--- src/rtl/button_ctrl.sv ---
// Input conditioning for four active-low push buttons: synchronize, debounce,
// pick one direction by fixed priority and emit auto-repeating move strobes.
module button_ctrl #(
  parameter int unsigned DEBOUNCE_CYCLES = 500000,
  parameter int unsigned REPEAT_DELAY    = 25000000,
  parameter int unsigned REPEAT_PERIOD   = 2000000,
  parameter int unsigned CNT_W           = 25
) (
  input  logic       clock,
  input  logic       reset,
  input  logic       up_but,
  input  logic       down_but,
  input  logic       left_but,
  input  logic       right_but,
  output logic [3:0] held,
  output logic       move_valid,
  output logic [1:0] move_dir
);

  localparam logic [CNT_W-1:0] DB_LAST  = CNT_W'(DEBOUNCE_CYCLES - 1);
  localparam logic [CNT_W-1:0] RD_LAST  = CNT_W'(REPEAT_DELAY - 1);
  localparam logic [CNT_W-1:0] RP_LAST  = CNT_W'(REPEAT_PERIOD - 1);
  localparam logic [CNT_W-1:0] CNT_ONE  = CNT_W'(1);

  typedef enum logic [1:0] {
    S_IDLE,
    S_DELAY,
    S_REPEAT
  } state_t;

  logic [3:0] raw;
  logic [3:0] sync1_q, sync2_q;
  logic [3:0] acc_q, acc_d;
  logic [CNT_W-1:0] db_cnt_q [4];
  logic [CNT_W-1:0] db_cnt_d [4];

  logic       sel_valid;
  logic [1:0] sel_dir;

  state_t           state_q, state_d;
  logic [CNT_W-1:0] timer_q, timer_d;
  logic             valid_q, valid_d;
  logic [1:0]       dir_q, dir_d;

  assign raw = {right_but, left_but, down_but, up_but};

  always_ff @(posedge clock or negedge reset) begin
    if (!reset) begin
      sync1_q <= '1;
      sync2_q <= '1;
    end else begin
      sync1_q <= raw;
      sync2_q <= sync1_q;
    end
  end

  // Accepted levels are kept in raw (active-low) polarity; held is the inverse.
  always_comb begin
    acc_d = acc_q;
    for (int unsigned i = 0; i < 4; i++) begin
      db_cnt_d[i] = db_cnt_q[i];
      if (sync2_q[i] == acc_q[i]) begin
        db_cnt_d[i] = '0;
      end else if (db_cnt_q[i] == DB_LAST) begin
        acc_d[i]    = sync2_q[i];
        db_cnt_d[i] = '0;
      end else begin
        db_cnt_d[i] = db_cnt_q[i] + CNT_ONE;
      end
    end
  end

  always_ff @(posedge clock or negedge reset) begin
    if (!reset) begin
      acc_q <= '1;
      for (int unsigned i = 0; i < 4; i++) begin
        db_cnt_q[i] <= '0;
      end
    end else begin
      acc_q <= acc_d;
      for (int unsigned i = 0; i < 4; i++) begin
        db_cnt_q[i] <= db_cnt_d[i];
      end
    end
  end

  assign held = ~acc_q;

  assign sel_valid = |held;

  always_comb begin
    sel_dir = 2'b00;
    if (held[0]) begin
      sel_dir = 2'b00;
    end else if (held[1]) begin
      sel_dir = 2'b01;
    end else if (held[2]) begin
      sel_dir = 2'b10;
    end else if (held[3]) begin
      sel_dir = 2'b11;
    end
  end

  // A direction change always strobes at once and restarts the long delay.
  always_comb begin
    state_d = state_q;
    timer_d = timer_q;
    valid_d = 1'b0;
    dir_d   = dir_q;
    unique case (state_q)
      S_IDLE: begin
        timer_d = '0;
        if (sel_valid) begin
          valid_d = 1'b1;
          dir_d   = sel_dir;
          state_d = S_DELAY;
        end
      end
      S_DELAY: begin
        if (!sel_valid) begin
          timer_d = '0;
          state_d = S_IDLE;
        end else if (sel_dir != dir_q) begin
          valid_d = 1'b1;
          dir_d   = sel_dir;
          timer_d = '0;
        end else if (timer_q == RD_LAST) begin
          valid_d = 1'b1;
          timer_d = '0;
          state_d = S_REPEAT;
        end else begin
          timer_d = timer_q + CNT_ONE;
        end
      end
      S_REPEAT: begin
        if (!sel_valid) begin
          timer_d = '0;
          state_d = S_IDLE;
        end else if (sel_dir != dir_q) begin
          valid_d = 1'b1;
          dir_d   = sel_dir;
          timer_d = '0;
          state_d = S_DELAY;
        end else if (timer_q == RP_LAST) begin
          valid_d = 1'b1;
          timer_d = '0;
        end else begin
          timer_d = timer_q + CNT_ONE;
        end
      end
      default: begin
        timer_d = '0;
        state_d = S_IDLE;
      end
    endcase
  end

  always_ff @(posedge clock or negedge reset) begin
    if (!reset) begin
      state_q <= S_IDLE;
      timer_q <= '0;
      valid_q <= 1'b0;
      dir_q   <= 2'b00;
    end else begin
      state_q <= state_d;
      timer_q <= timer_d;
      valid_q <= valid_d;
      dir_q   <= dir_d;
    end
  end

  assign move_valid = valid_q;
  assign move_dir   = dir_q;

endmodule

--- config.mk ---
export PLATFORM = sky130hd
export DESIGN_NAME = button_ctrl
export DESIGN_NICKNAME = d
export VERILOG_FILES = /design/src/rtl/button_ctrl.sv
export SDC_FILE = /design/constraint.sdc
export NUM_CORES = 1
export LEC_CHECK = 0
export CAP_MARGIN = 10
export CORE_MARGIN = 3
export CORE_UTILIZATION = 55
export CTS_BUF_LIST = sky130_fd_sc_hd__clkbuf_16
export CTS_CLUSTER_DIAMETER = 60
export DETAILED_ROUTE_END_ITERATION = 6
export DONT_BUFFER_PORTS = 1
export PLACE_DENSITY = 0.82
export SYNTH_ARGS = -nofsm -noshare
export SYNTH_HDL_FRONTEND = slang
export SYNTH_SLANG_ARGS = --single-unit
--- constraint.sdc ---
create_clock -name clock -period 2.9 [get_ports clock]
set_input_delay 0.58 -clock clock [delete_from_list [all_inputs] [get_ports clock]]
set_output_delay 0.58 -clock clock [all_outputs]
set_load 0.05 [all_outputs]
==> impl_summary.log <==
[metrics] run status: finished with violations
[metrics] violations in the final reports: DRC, hold timing
[metrics] VDD IR max: 389 uV
[metrics] mean cell area of the mapped netlist: approximately 9.5 um2
[metrics] clock tree skew after final layout: 0.00947 ns
[metrics] fraction of synthesized cell area taken by the top area cell type: a little under half
[metrics] core area: 12700 um2
[metrics] net count after synthesis: 776
[metrics] post-cts repair resize count: 0
[metrics] most used flip-flop cell after synthesis: dfrtp_1
[metrics] type of element capturing the critical path: flip-flop
[metrics] overall global routing resource usage: between 20% and 30%
[metrics] fill cell instance count of the final layout: a little over 1000
[metrics] Synth Register Bits: 142
[metrics] Tmin final: 2.43 ns
[metrics] Setup crit start kind: flip-flop
[metrics] static leakage: about 3.3 nW
[metrics] Final Core Density: 61.9%
[metrics] Tightest Pin Transition: 0.628 ns
[metrics] worst min path class: in -> async
[metrics] number of buffers inserted during clock tree synthesis: 17
[metrics] final sum of negative setup slack: 0 ns
[metrics] detailed-routing iteration count for the pre-antenna-repair pass: 7
[metrics] number of hold-slack violations in the final timing report: 130
[metrics] setup repair after global routing missed its margin: no
[metrics] register clock-pin slew on the reported worst setup and hold paths: 0.06 ns
[metrics] total number of placement rows: 41
[metrics] fraction of synthesis flops using an asynchronous set or reset pin: 100%
[metrics] Synth cell types: 54
[metrics] number of antenna violations at the first check in global routing: 0
[metrics] delay of the slowest cell on the worst path: 0.47 ns
[metrics] Avg Vias per Cell: 5.65
[metrics] Arrival @ worst endpoint: 2.73 ns
[metrics] # clock sinks: around 140
[metrics] final layout net count: 776
[metrics] cell types with the largest area share after synthesis: dfrtp_1 45%, nor2_1 7.6%, xnor2_1 7.2%
[metrics] # setup viols final: 0
[metrics] worst endpoint required time: roughly 3.2 ns
[metrics] Final Max Tran Viols: 0
[metrics] quantity of I/O buffers inserted on ports: 0
[metrics] largest driver fanout on the critical path: 14
[metrics] top-level port count: 13
[metrics] starting density of the core: a little under three fifths
[metrics] antenna diode instance count: 0
[metrics] power per cell area: approximately 500 nW/um2
[metrics] total number of H-tree levels: 4
[metrics] basic-gate share of the synthesized area counting and, or, nand and nor cells: 28.6%
[metrics] relative slew slack: 57.7%
[metrics] Final period util: 83.7%
[metrics] category of cells accounting for the largest share of critical-path delay: simple AND/OR/NAND/NOR gates
[metrics] chain of cells forming the critical path: ha_1 > inv_1 > or4_1 > nor4_1 > or2_1 > buf_4 > nor2_1
[metrics] number of standard cells after synthesis: between 700 and 800
[metrics] master cell of the clock root buffer: clkbuf_16
[metrics] most frequently used cell type in the post-synthesis netlist: nor2_1
[metrics] maximum frequency from static timing analysis: 412 MHz
[metrics] EDFF count, synth: 0
[metrics] maximum count of clock buffers along a single path: 2
[metrics] via count of the first global-routing pass: 5328
[metrics] post-CTS setup buffer count: 0
[metrics] post-detailed-route count of antenna-violating nets: 0
[metrics] Buf+Inv Stages, Crit Path: 2
[metrics] layout cells sized above 1: 7.75%
[metrics] Iter 0 DRT Violations: 335
[metrics] most frequent cells after synthesis: 146 x nor2_1, 130 x dfrtp_1, 59 x xnor2_1, 54 x xor2_1, 53 x nand2_1
[metrics] Maximum Capacitance Violations: 0
[metrics] share of synthesized cell area in full adder, half adder and majority cells: approximately 1.6%
[metrics] cell type of the slowest stage on the worst timing path: or4_1
[metrics] total gr overflow: 0
[metrics] total standard cell area after synthesis: approximately 7000 um2
[metrics] DRC: 2
[metrics] leading area contributor after synthesis: dfrtp_1
[metrics] pin count of the biggest net entering global routing: 143
[metrics] area of the die: 14500 um2
[metrics] total wirelength of the detailed-routed design: 13600 um
[metrics] total vias in the final route: 5342
[metrics] HPWL after DPL: 9300 um
[metrics] multiplexer fraction of the synthesized cell area: 0%
[metrics] Die Span Y: ~120 um
[metrics] CP Class: reg -> reg
[metrics] Synth Area in Compound Gates: 3.56%
[metrics] Routed WL per cell: 14.4 um
[metrics] die width: about 120 um
[metrics] synthesized-area fraction occupied by xor and xnor cells: 13.7%
[metrics] clock network latency to the later pin of the worst-skew pair: 0.42 ns
[metrics] wire length of the first global-routing pass: 23900 um
[metrics] Post-Route Hold Slack: -0.139 ns
[metrics] fraction of the yosys area taken by sequential cells: 49.5%
[metrics] Area Overhead vs Synth: 9.14%
[metrics] clock tree from TritonCTS: yes
[metrics] weighted congestion reported at the end of routability-driven placement: ~0.86
[metrics] largest family of logic cells by synthesized area: simple AND/OR/NAND/NOR gates
[metrics] yosys synthesis warning count: 0
-- where the power goes --
part	switching (W)	total [W]	internal, W
logic	0.0000385	0.0000587	0.0000202
registers	0.0000170	0.00202	0.00201
clock network	0.000768	0.00191	0.00114
-- registers in the layout, summed over array words and instances (netlist names) --
| register | count |
|---|---|
| acc_q | 4 |
| db_cnt_q | 100 |
| state_q | 2 |
| sync1_q | 4 |
| move_dir | 2 |
| move_valid | 1 |
| sync2_q | 4 |
| timer_q | 25 |
-- worst register-to-register path: cells and delay by family (launching register included) --
kind	cells	cell delay (ns)
simple gates	4	1.32
buf+inv	2	0.37
fa+ha+maj	1	0.24
flops	1	0.40
-- cells in the final DEF (no fill, tap or decap), types with 17 or more instances in the layout --
cell type and instances:
nand4_1 34, nor3_1 27, xnor2_1 59, nor4_1 19, nand2_1 53, inv_1 36, nor2_1 146, nand3_1 46
xor2_1 54, clkbuf_16 17, dfrtp_1 130
-- per-stage QoR --
stage / instances / setup WS (ns) / area (um2) / total power (W)
floorplan: 761 / 0.811 / 7210 / 0.00211
global placement: 914 / 0.618 / 7350 / 0.00211
detailed placement: 914 / 0.500 / 7350 / 0.00212
CTS: 946 / 0.469 / 7870 / 0.00403
global route: 946 / 0.283 / 7870 / 0.00414
finish: 946 / 0.471 / 7870 / 0.00400
-- worst paths after layout --
path / startpoint / endpoint / slack (ns) / cells after the start
max reg2reg: db_cnt_q[75] / db_cnt_q[91] / 0.47 / 7
max in group asynchronous: reset / sync2_q[1] / 2.78 / 0
min in group clock: down_but / sync1_q[1] / 0.15 / 0
min: reset / timer_q[16] / -0.14 / 0
max: db_cnt_q[75] / db_cnt_q[91] / 0.47 / 7
min reg2reg: sync1_q[3] / sync2_q[3] / 0.35 / 0
-- cells by family after synthesis --
logic type                 count (synthesis)
xor gates and xnor gates                 113
DFF                                      142
AOI/OAI and AO/OA                         40
buffers and inverters                     53
adders and majority gates                  9
and+or+nand+nor                          404
-- cell type report --
cell class | count | area [um2] | share of cell area (%)
sequential | 142 | 3570 | 45.3
clock buffer | 17 | 425 | 5.40
tap | 172 | 215 | 2.73
inverter | 29 | 109 | 1.38
clock inverter | 15 | 98.8 | 1.26
timing repair buffer | 5 | 37.5 | 0.477
multi-input combinational | 566 | 3420 | 43.4
-- metal layers --
layer,track usage (%),up-vias,wire length [um]
met5,0,-,0
met4,8.57,0,378
met3,6.59,31,653
met2,33.4,121,6650
met1,24.7,2597,5950
li1,-,2593,-
Power figures use the tool's default switching activity.
